===== config.mk =====
export PLATFORM = sky130hd
export DESIGN_NAME = mem_arbiter
export DESIGN_NICKNAME = d
export VERILOG_FILES = /design/src/rtl/mem_arbiter.sv
export SDC_FILE = /design/constraint.sdc
export NUM_CORES = 1
export LEC_CHECK = 0
export CAP_MARGIN = 25
export CORE_AREA = 2 2 128 130
export CTS_CLUSTER_SIZE = 14
export DETAILED_ROUTE_END_ITERATION = 6
export DIE_AREA = 0 0 130 132
export GPL_TIMING_DRIVEN = 1
export SLEW_MARGIN = 20
export SYNTH_ARGS = -nofsm -noshare
export SYNTH_HDL_FRONTEND = slang
export SYNTH_SLANG_ARGS = --single-unit
export TNS_END_PERCENT = 5

===== constraint.sdc =====
create_clock -name clk -period 7.7 [get_ports clk]
set_clock_uncertainty 0.05 [all_clocks]
set_input_delay 2.31 -clock clk [delete_from_list [all_inputs] [get_ports clk]]
set_output_delay 2.31 -clock clk [all_outputs]
set_load 0.1 [all_outputs]

===== src/rtl/mem_arbiter.sv =====
// mem_arbiter: round-robin sharing of one tagged memory port between the I and D refill paths,
// routing out-of-order responses back to their owner through an ID ownership table.
package const_pkg;
  localparam int ID_WIDTH = 3;
  localparam int PA_WIDTH = 32;
  localparam int LINE_WIDTH = 64;
endpackage

module mem_arbiter #(
  parameter int ID_WIDTH = const_pkg::ID_WIDTH,
  parameter int PA_WIDTH = const_pkg::PA_WIDTH,
  parameter int LINE_WIDTH = const_pkg::LINE_WIDTH,
  parameter int MAX_OUT = 2
) (
  input  logic                  clk,
  input  logic                  rst,
  input  logic                  i_ic_req,
  input  logic                  i_dc_req,
  input  logic [PA_WIDTH-1:0]   i_ic_addr,
  input  logic [PA_WIDTH-1:0]   i_dc_addr,
  output logic                  o_ic_in_use,
  output logic                  o_dc_in_use,
  output logic [ID_WIDTH-1:0]   o_ic_id_request,
  output logic [ID_WIDTH-1:0]   o_dc_id_request,
  output logic                  o_ic_resp_enable,
  output logic                  o_dc_resp_enable,
  output logic [LINE_WIDTH-1:0] o_ic_resp_data,
  output logic [LINE_WIDTH-1:0] o_dc_resp_data,
  output logic [ID_WIDTH-1:0]   o_ic_resp_id,
  output logic [ID_WIDTH-1:0]   o_dc_resp_id,
  input  logic                  i_ic_ack,
  input  logic                  i_dc_ack,
  output logic                  o_mem_enable,
  output logic [PA_WIDTH-1:0]   o_mem_addr,
  output logic                  o_mem_ack,
  input  logic                  i_mem_in_use,
  input  logic [ID_WIDTH-1:0]   i_mem_id_request,
  input  logic                  i_mem_enable,
  input  logic [LINE_WIDTH-1:0] i_mem_data,
  input  logic [ID_WIDTH-1:0]   i_mem_id_response,
  output logic [7:0]            o_orphan_count
);
  localparam int CW = $clog2(MAX_OUT + 1);
  localparam int NE = 1 << ID_WIDTH;
  logic [CW-1:0] ic_cnt, dc_cnt;
  logic last_d;
  logic [NE-1:0] tab_v, tab_d;
  logic ic_elig, dc_elig, ic_grant, dc_grant, accept, hit, orphan, ic_done, dc_done;
  assign ic_elig = i_ic_req & (ic_cnt < CW'(MAX_OUT));
  assign dc_elig = i_dc_req & (dc_cnt < CW'(MAX_OUT));
  // Gating with rst forces every combinational output idle while reset is held.
  assign ic_grant = rst & ic_elig & (~dc_elig | last_d);
  assign dc_grant = rst & dc_elig & (~ic_elig | ~last_d);
  assign accept = (ic_grant | dc_grant) & ~i_mem_in_use;
  assign o_mem_enable = ic_grant | dc_grant;
  assign o_mem_addr = ic_grant ? i_ic_addr : dc_grant ? i_dc_addr : '0;
  assign o_ic_in_use = ~(ic_grant & ~i_mem_in_use);
  assign o_dc_in_use = ~(dc_grant & ~i_mem_in_use);
  assign o_ic_id_request = rst ? i_mem_id_request : '0;
  assign o_dc_id_request = rst ? i_mem_id_request : '0;
  assign hit = rst & i_mem_enable & tab_v[i_mem_id_response];
  assign orphan = rst & i_mem_enable & ~tab_v[i_mem_id_response];
  assign o_ic_resp_enable = hit & ~tab_d[i_mem_id_response];
  assign o_dc_resp_enable = hit & tab_d[i_mem_id_response];
  assign o_ic_resp_data = o_ic_resp_enable ? i_mem_data : '0;
  assign o_dc_resp_data = o_dc_resp_enable ? i_mem_data : '0;
  assign o_ic_resp_id = o_ic_resp_enable ? i_mem_id_response : '0;
  assign o_dc_resp_id = o_dc_resp_enable ? i_mem_id_response : '0;
  assign ic_done = o_ic_resp_enable & i_ic_ack;
  assign dc_done = o_dc_resp_enable & i_dc_ack;
  assign o_mem_ack = ic_done | dc_done | orphan;
  // Allocation is written after the free so a same-cycle reuse of an ID keeps the new owner.
  always_ff @(posedge clk or negedge rst)
    if (!rst) begin
      ic_cnt <= '0;
      dc_cnt <= '0;
      last_d <= 1'b1;
      tab_v <= '0;
      tab_d <= '0;
      o_orphan_count <= '0;
    end else begin
      ic_cnt <= ic_cnt + CW'(accept & ic_grant) - CW'(ic_done);
      dc_cnt <= dc_cnt + CW'(accept & dc_grant) - CW'(dc_done);
      if (accept) last_d <= dc_grant;
      if (ic_done | dc_done) tab_v[i_mem_id_response] <= 1'b0;
      if (accept) begin
        tab_v[i_mem_id_request] <= 1'b1;
        tab_d[i_mem_id_request] <= dc_grant;
      end
      if (orphan && o_orphan_count != 8'hFF) o_orphan_count <= o_orphan_count + 8'd1;
    end
endmodule


# Word-level counts from Yosys, hierarchy flattened
# Index checks and enable logic that the tools add are counted.
# Widths: inputs -> output; s select.
op_classes:
  addsub: 5
  n_lt_le_gt_ge: 6
  eq_ne: 1
  mux: 18
  bitwise_logic: 34
  n_reduce_logical: 3
op_table:
  columns: ["op", "count"]
  rows:
  - ["$mux 64", 2]
  - ["$mux 32", 2]
  - ["$and 1x1->1", 18]
  - ["$mux 8", 2]
  - ["$mux 3", 3]
  - ["$add 8x1->8 const B", 1]
  - ["$and 8x8->8", 1]
  - ["$bwmux 8", 1]
  - ["$lt 3x4->1 const B", 2]
  - ["$ne 8x8->1 const B", 1]
  - ["$not 1->1", 8]
  - ["$not 8->8", 1]
  - ["$or 8x8->8", 1]
  - ["$bmux 1 s3", 2]
  - ["$demux 1 s3", 2]
  - ["$ge 3x1->1 const B", 2]
  - ["$or 1x1->1", 5]
  - ["$add 2x1->2", 2]
  - ["$lt 2x2->1 const B", 2]
  - ["$mux 1", 4]
  - ["$sub 2x1->2", 2]
  - ["$logic_and 1x1->1", 3]
word_totals:
  ff_bits: 29
  input_bits: 142
  word_cells: 73

# Logic depth before layout (Yosys ltp)
depth:
  ltp_word: 10
  ltp_mapped: 13
  mapped_depth_nobuf: 10

# Worst setup path after synthesis
# Ideal clock, no wire load.
synth_path:
  kind: "input -> output"
  startpoint: "input i_mem_id_response[2]"
  endpoint: "output o_dc_resp_id[1]"
  t_arrival_ps: 6272
  slack_ps: -932
  stages: 6
  path_cell_list: "or3b_2 -> a21oi_1 -> nor3_1 -> clkbuf_1 -> nor3_1 -> and2_1"
synth_between:
  elab_chain_len: 5
  elab_cells_between_ends: 7
  classes_between: "5 x mux; 2 x bitwise"
synth_rtl:
  columns: ["element", "line_no", "rtl"]
  rows:
  - ["start, declared", "40", "input logic [ID_WIDTH-1:0] i_mem_id_response,"]
  - ["$bmux 1 s3", "61", "assign hit = rst & i_mem_enable & tab_v[i_mem_id_response];"]
  - ["$mux 1 (not written as such)", "61", null]
  - ["$and 1x1->1", "61", null]
  - ["$and 1x1->1 (*)", "64", "assign o_dc_resp_enable = hit & tab_d[i_mem_id_response];"]
  - ["named net o_dc_resp_enable", "26", "output logic o_dc_resp_enable,"]
  - ["$mux 3 (*)", "68", "assign o_dc_resp_id = o_dc_resp_enable ? i_mem_id_response : '0;"]
  - ["end, declared", "30", "output logic [ID_WIDTH-1:0] o_dc_resp_id,"]
# Mark *: on every way through the listed nets, which the timed path passes. The rest lies on a longest branch. The select of a mux whose other input is x is not followed.

# Worst setup path in the final report
layout_path:
  startpoint: "input i_mem_id_response[0]"
  endpoint: "output o_ic_resp_data[44]"
layout_between:
  elab_chain_len: 5
  elab_cells_between_ends: 8
  classes_between: "5 x mux; 3 x bitwise"
layout_rtl:
  columns: ["element", "line_no", "rtl"]
  rows:
  - ["$bmux 1 s3, on equally long branches", "61, 63", null]
  - ["$mux 1, on equally long branches", "61, 63", null]
  - ["$and 1x1->1 / $not 1->1 (equally long branches)", "61, 63", null]
  - ["$and 1x1->1 (*)", "63", "assign o_ic_resp_enable = hit & ~tab_d[i_mem_id_response];"]
  - ["$mux 64 (*)", "65", "assign o_ic_resp_data = o_ic_resp_enable ? i_mem_data : '0;"]
  - ["end, declared", "27", "output logic [LINE_WIDTH-1:0] o_ic_resp_data,"]
# Mark *: on every way between the ends. The rest lies on a longest branch, timed or not. The select of a mux whose other input is x is not followed.

==> impl.org <==
** Outcome
- The flow ran to the end, and the final reports show no timing, DRC or antenna violations.

** Finish
- Of the cells placed in the final design, the portion with a size suffix greater than 1 is 0.324.
- End-of-flow core utilization :: 0.527
- Seq. cell area :: 727 um^2
- In the layout the commonest cells are buf_12 (172), clkdlybuf4s50_1 (149), and3_1 (131).
- Non-filler instance count after layout :: 890
- Fillcell total :: 1,359
- Summing all multi-input logic gate instances after layout gives 0.00204 mm^2.
- The finished cells cover 0.00827 mm^2.
- The library cell used most frequently in the layout, excluding fill and tap cells, is buf_12.
- In the final design database the tool counted 819 nets.
- From synthesis to final layout, the design area changed by 178%.

** Timing
- The smallest clock period supported by the final layout is computed as 7.38 ns.
- Highest Clock Rate :: 0.136 GHz
- Dividing the final minimum period by the clock period gives 0.958.
- The total count of max-transition violations in the final report is 0.
- For the pin with the worst max-slew slack, the measured transition is 0.980 ns.
- Remaining max-slew budget at the tightest pin :: 0.344
- RSZ-0062 raised after global routing :: false
- The count of final hold-check violations is 0.
- # setup viols final :: 0
- Setup_tns :: 0 ns

** Clock tree
- Hold buffers post-CTS :: 0
- CTS saw 29 sinks.
- CTS tree :: done
- In this run, post-CTS repair resized a total of 0 instances.
- Clock slew at the register clock pins of the worst setup and hold paths :: 0.04 ns
- Count of buffers added by post-CTS timing repair for setup :: 0
- At the later pin of the worst-skew pair, clock insertion delay measures 0.27 ns.
- TritonCTS buffer count :: 5
- The clock tree synthesis step divided the H-tree into 2 levels.
- Clk root buf :: clkbuf_16
- Counting along the longest clock path gives a buffer depth of 2.

** Yosys
- Ranked by total cell area, the synthesized netlist is headed by and3_1 (28%), dfrtp_1 (24%), a22o_1 (9.7%).
- Post-synth top area share :: 0.275
- Post-synth cell types :: 44
- Yosys printed 0 warnings.
- The cell area that synthesis handed to floorplanning was 0.00298 mm^2.
- Of the synthesized area, sequential elements account for 0.244.
- In the synthesized netlist, the number of instances is 375.
- Post-synth EDFFs :: 0
- Post-Syn Area per Cell :: 7.93 um^2
- Most used flip-flop cell after synthesis :: dfrtp_1
- Synthesis inferred 29 register bits.
- and3_1 takes more of the synthesized area than any other cell.
- Counting flops with an async set or reset pin after synthesis yields a share of 1.00.
- When the netlist entered floorplanning its net count stood at 522.

** GRT
- The number of global-route vias before repair is 4,107.
- Global-route wire length before repair :: 24.2 mm
- Initial antenna violation count :: 1
- Entering global routing, the biggest net connects 107 pins.
- Total gr overflow :: 0
- Global router's overall resource usage :: 0.182

** Critical path
- Arrival @ worst endpoint :: 5.02 ns
- The slowest stage of the critical path belongs to the cell clkdlybuf4s50_1.
- Most common cell type on the critical path :: buf_12
- Walking the worst path, the cells encountered are clkdlybuf4s50_1 > buf_4 > mux2_4 > a22o_1 > nor2_2 > nor2_4 > buf_12 > and3_1 > buf_12.
- STA classifies the critical path startpoint as an input pin.
- For the worst setup path, the data required time is 5.34 ns.
- Largest fanout on the critical path :: 106
- The worst setup path is captured at a primary output.
- In this design, the largest share of critical-path delay is due to buffers and inverters.
- Kind of critical path :: input pin to primary output
- Together, buffers and inverters on the worst path number 4.
- In this design, the stage delay of the slowest critical-path cell is 0.60 ns.

** Hold path
- Hold crit path type :: flip-flop to flip-flop

** Die
- Cell row count :: 46
- Die W :: 130 um
- The region available for standard cell placement spans 0.0157 mm^2.
- In this run the vertical extent of the chip is 132 um.
- Count of pins on the block boundary :: 328
- The floorplan step defined a die boundary enclosing 0.0172 mm^2.
- Starting Density :: 0.189

** Run
- Across the run, the number of max-cap violations was 0.

** Detailed routing
- The detailed router put a total of 5.58 mm of wire on met1.
- After the first detailed-routing iteration, the DRC count stood at 141.
- For this run, design rule violations remaining after detail routing come to 0.
- Amount of wire on met3 after detailed routing :: 1.35 mm
- Average routed wire per standard cell :: 18.4 um
- Summing over every cut layer, the via total after detailed routing is 4,066.
- Summed over all nets, wire length on met2 after detailed routing comes to 9.14 mm.
- For this run, the detailed router's first-pass iteration total came to 4.
- For this block, the routed nets add up to 16.3 mm of wire.
- Dividing the detail-routed via count by the number of cells gives 4.57.
- In this run the top signal layer used is met4.
- DRT antenna net count :: 0

** Power and ir drop
- Ratio of total power to cell area :: 207 mW/mm^2
- Total power :: 1.72 mW
- Summed over all cells, the static leakage comes to 3.80 nW.
- VDD sags by at most 0.148 mV.

** Placement
- Estimated wirelength of the detail-placed design :: 13.9 mm
- Placed cell count :: 881
- Once placement finished, the instance area stood at 0.00813 mm^2.
- Placer Congestion :: 0.868
- Count of input and output buffers :: 327
==> path summary, 6_finish.rpt <==
| check | end | cells past startpoint | startpoint | slack, ns |
|---|---|---|---|---|
| setup / recovery | o_ic_resp_data[44] | 9 | i_mem_id_response[0] | 0.32 |
| hold / removal | ic_cnt[0] | 1 | ic_cnt[0] | 0.43 |
| setup reg to reg | dc_cnt[1] | 10 | dc_cnt[1] | 4.91 |
| hold reg to reg | ic_cnt[0] | 1 | ic_cnt[0] | 0.43 |
| max in group asynchronous | last_d | 2 | rst | 4.82 |
| min in group asynchronous | dc_cnt[1] | 2 | rst | 2.44 |
==> final cells by class <==
type,instances,share of cell area
antenna,1,0.000302
inverter,9,0.00408
tap,216,0.0327
sequential,29,0.0879
multi-input combinational,290,0.246
timing repair buffer,337,0.611
clock buffer,8,0.0177
==> stage by stage <==
step	hold WS [ns]	setup slack [ns]
2_1_floorplan	0.396	-0.806
3_3_place_gp	0.413	0.431
3_5_place_dp	0.421	0.355
4_1_cts	0.431	0.346
5_1_grt	0.449	0.147
6_report	0.425	0.324
==> cell families after synthesis <==
logic type	after synthesis	share of synthesized area
compound gates	54	0.150
xor+xnor	10	0.0294
fa+ha+maj	5	0.0210
buf+inv	56	0.0803
flops	29	0.244
mux	17	0.0639
simple gates	204	0.411
==> registers in the layout, indices dropped and copies added, names as in the netlist <==
name,count
ic_cnt,2
tab_d,8
o_orphan_count,8
dc_cnt,2
last_d,1
tab_v,8
==> routing by layer <==
metal,global-route usage,vias to the layer above
met2,0.359,209
met1,0.189,1861
met5,0,-
met3,0.0528,16
met4,0.0323,0
li1,-,1980
==> power by group <==
| part | internal (mW) | switching, mW |
|---|---|---|
| clock network | 0.128 | 0.0635 |
| registers | 0.210 | 0.0453 |
| logic | 0.437 | 0.831 |
==> worst register-to-register path, delay by kind of cell (launching register included) <==
kind                       cells  cell delay (ns)
xor gates and xnor gates       2             0.33
adders and majority gates      2             0.45
buffers and inverters          2             0.34
AOI/OAI and AO/OA              1             0.66
and+or+nand+nor                3             0.46
DFF                            1             0.40
==> Yosys cell counts (2+ instances only) <==
master / n
a21oi_1: 3
a22o_1: 33
a31oi_1: 5
a41oi_1: 5
and2_1: 10
and3_1: 131
buf_2: 8
buf_4: 3
clkbuf_1: 35
dfrtp_1: 28
ha_1: 5
inv_1: 9
mux2_1: 2
mux2_2: 10
mux2i_1: 4
nand2_1: 12
nand2b_1: 3
nand3_1: 7
nand3b_1: 3
nand4_1: 3
nor2_1: 11
nor2b_1: 5
nor3_1: 6
nor3_2: 2
nor3b_1: 2
nor4_1: 2
or3_1: 3
xnor2_1: 7
xor2_1: 3
(Power assumes the default switching activity.)
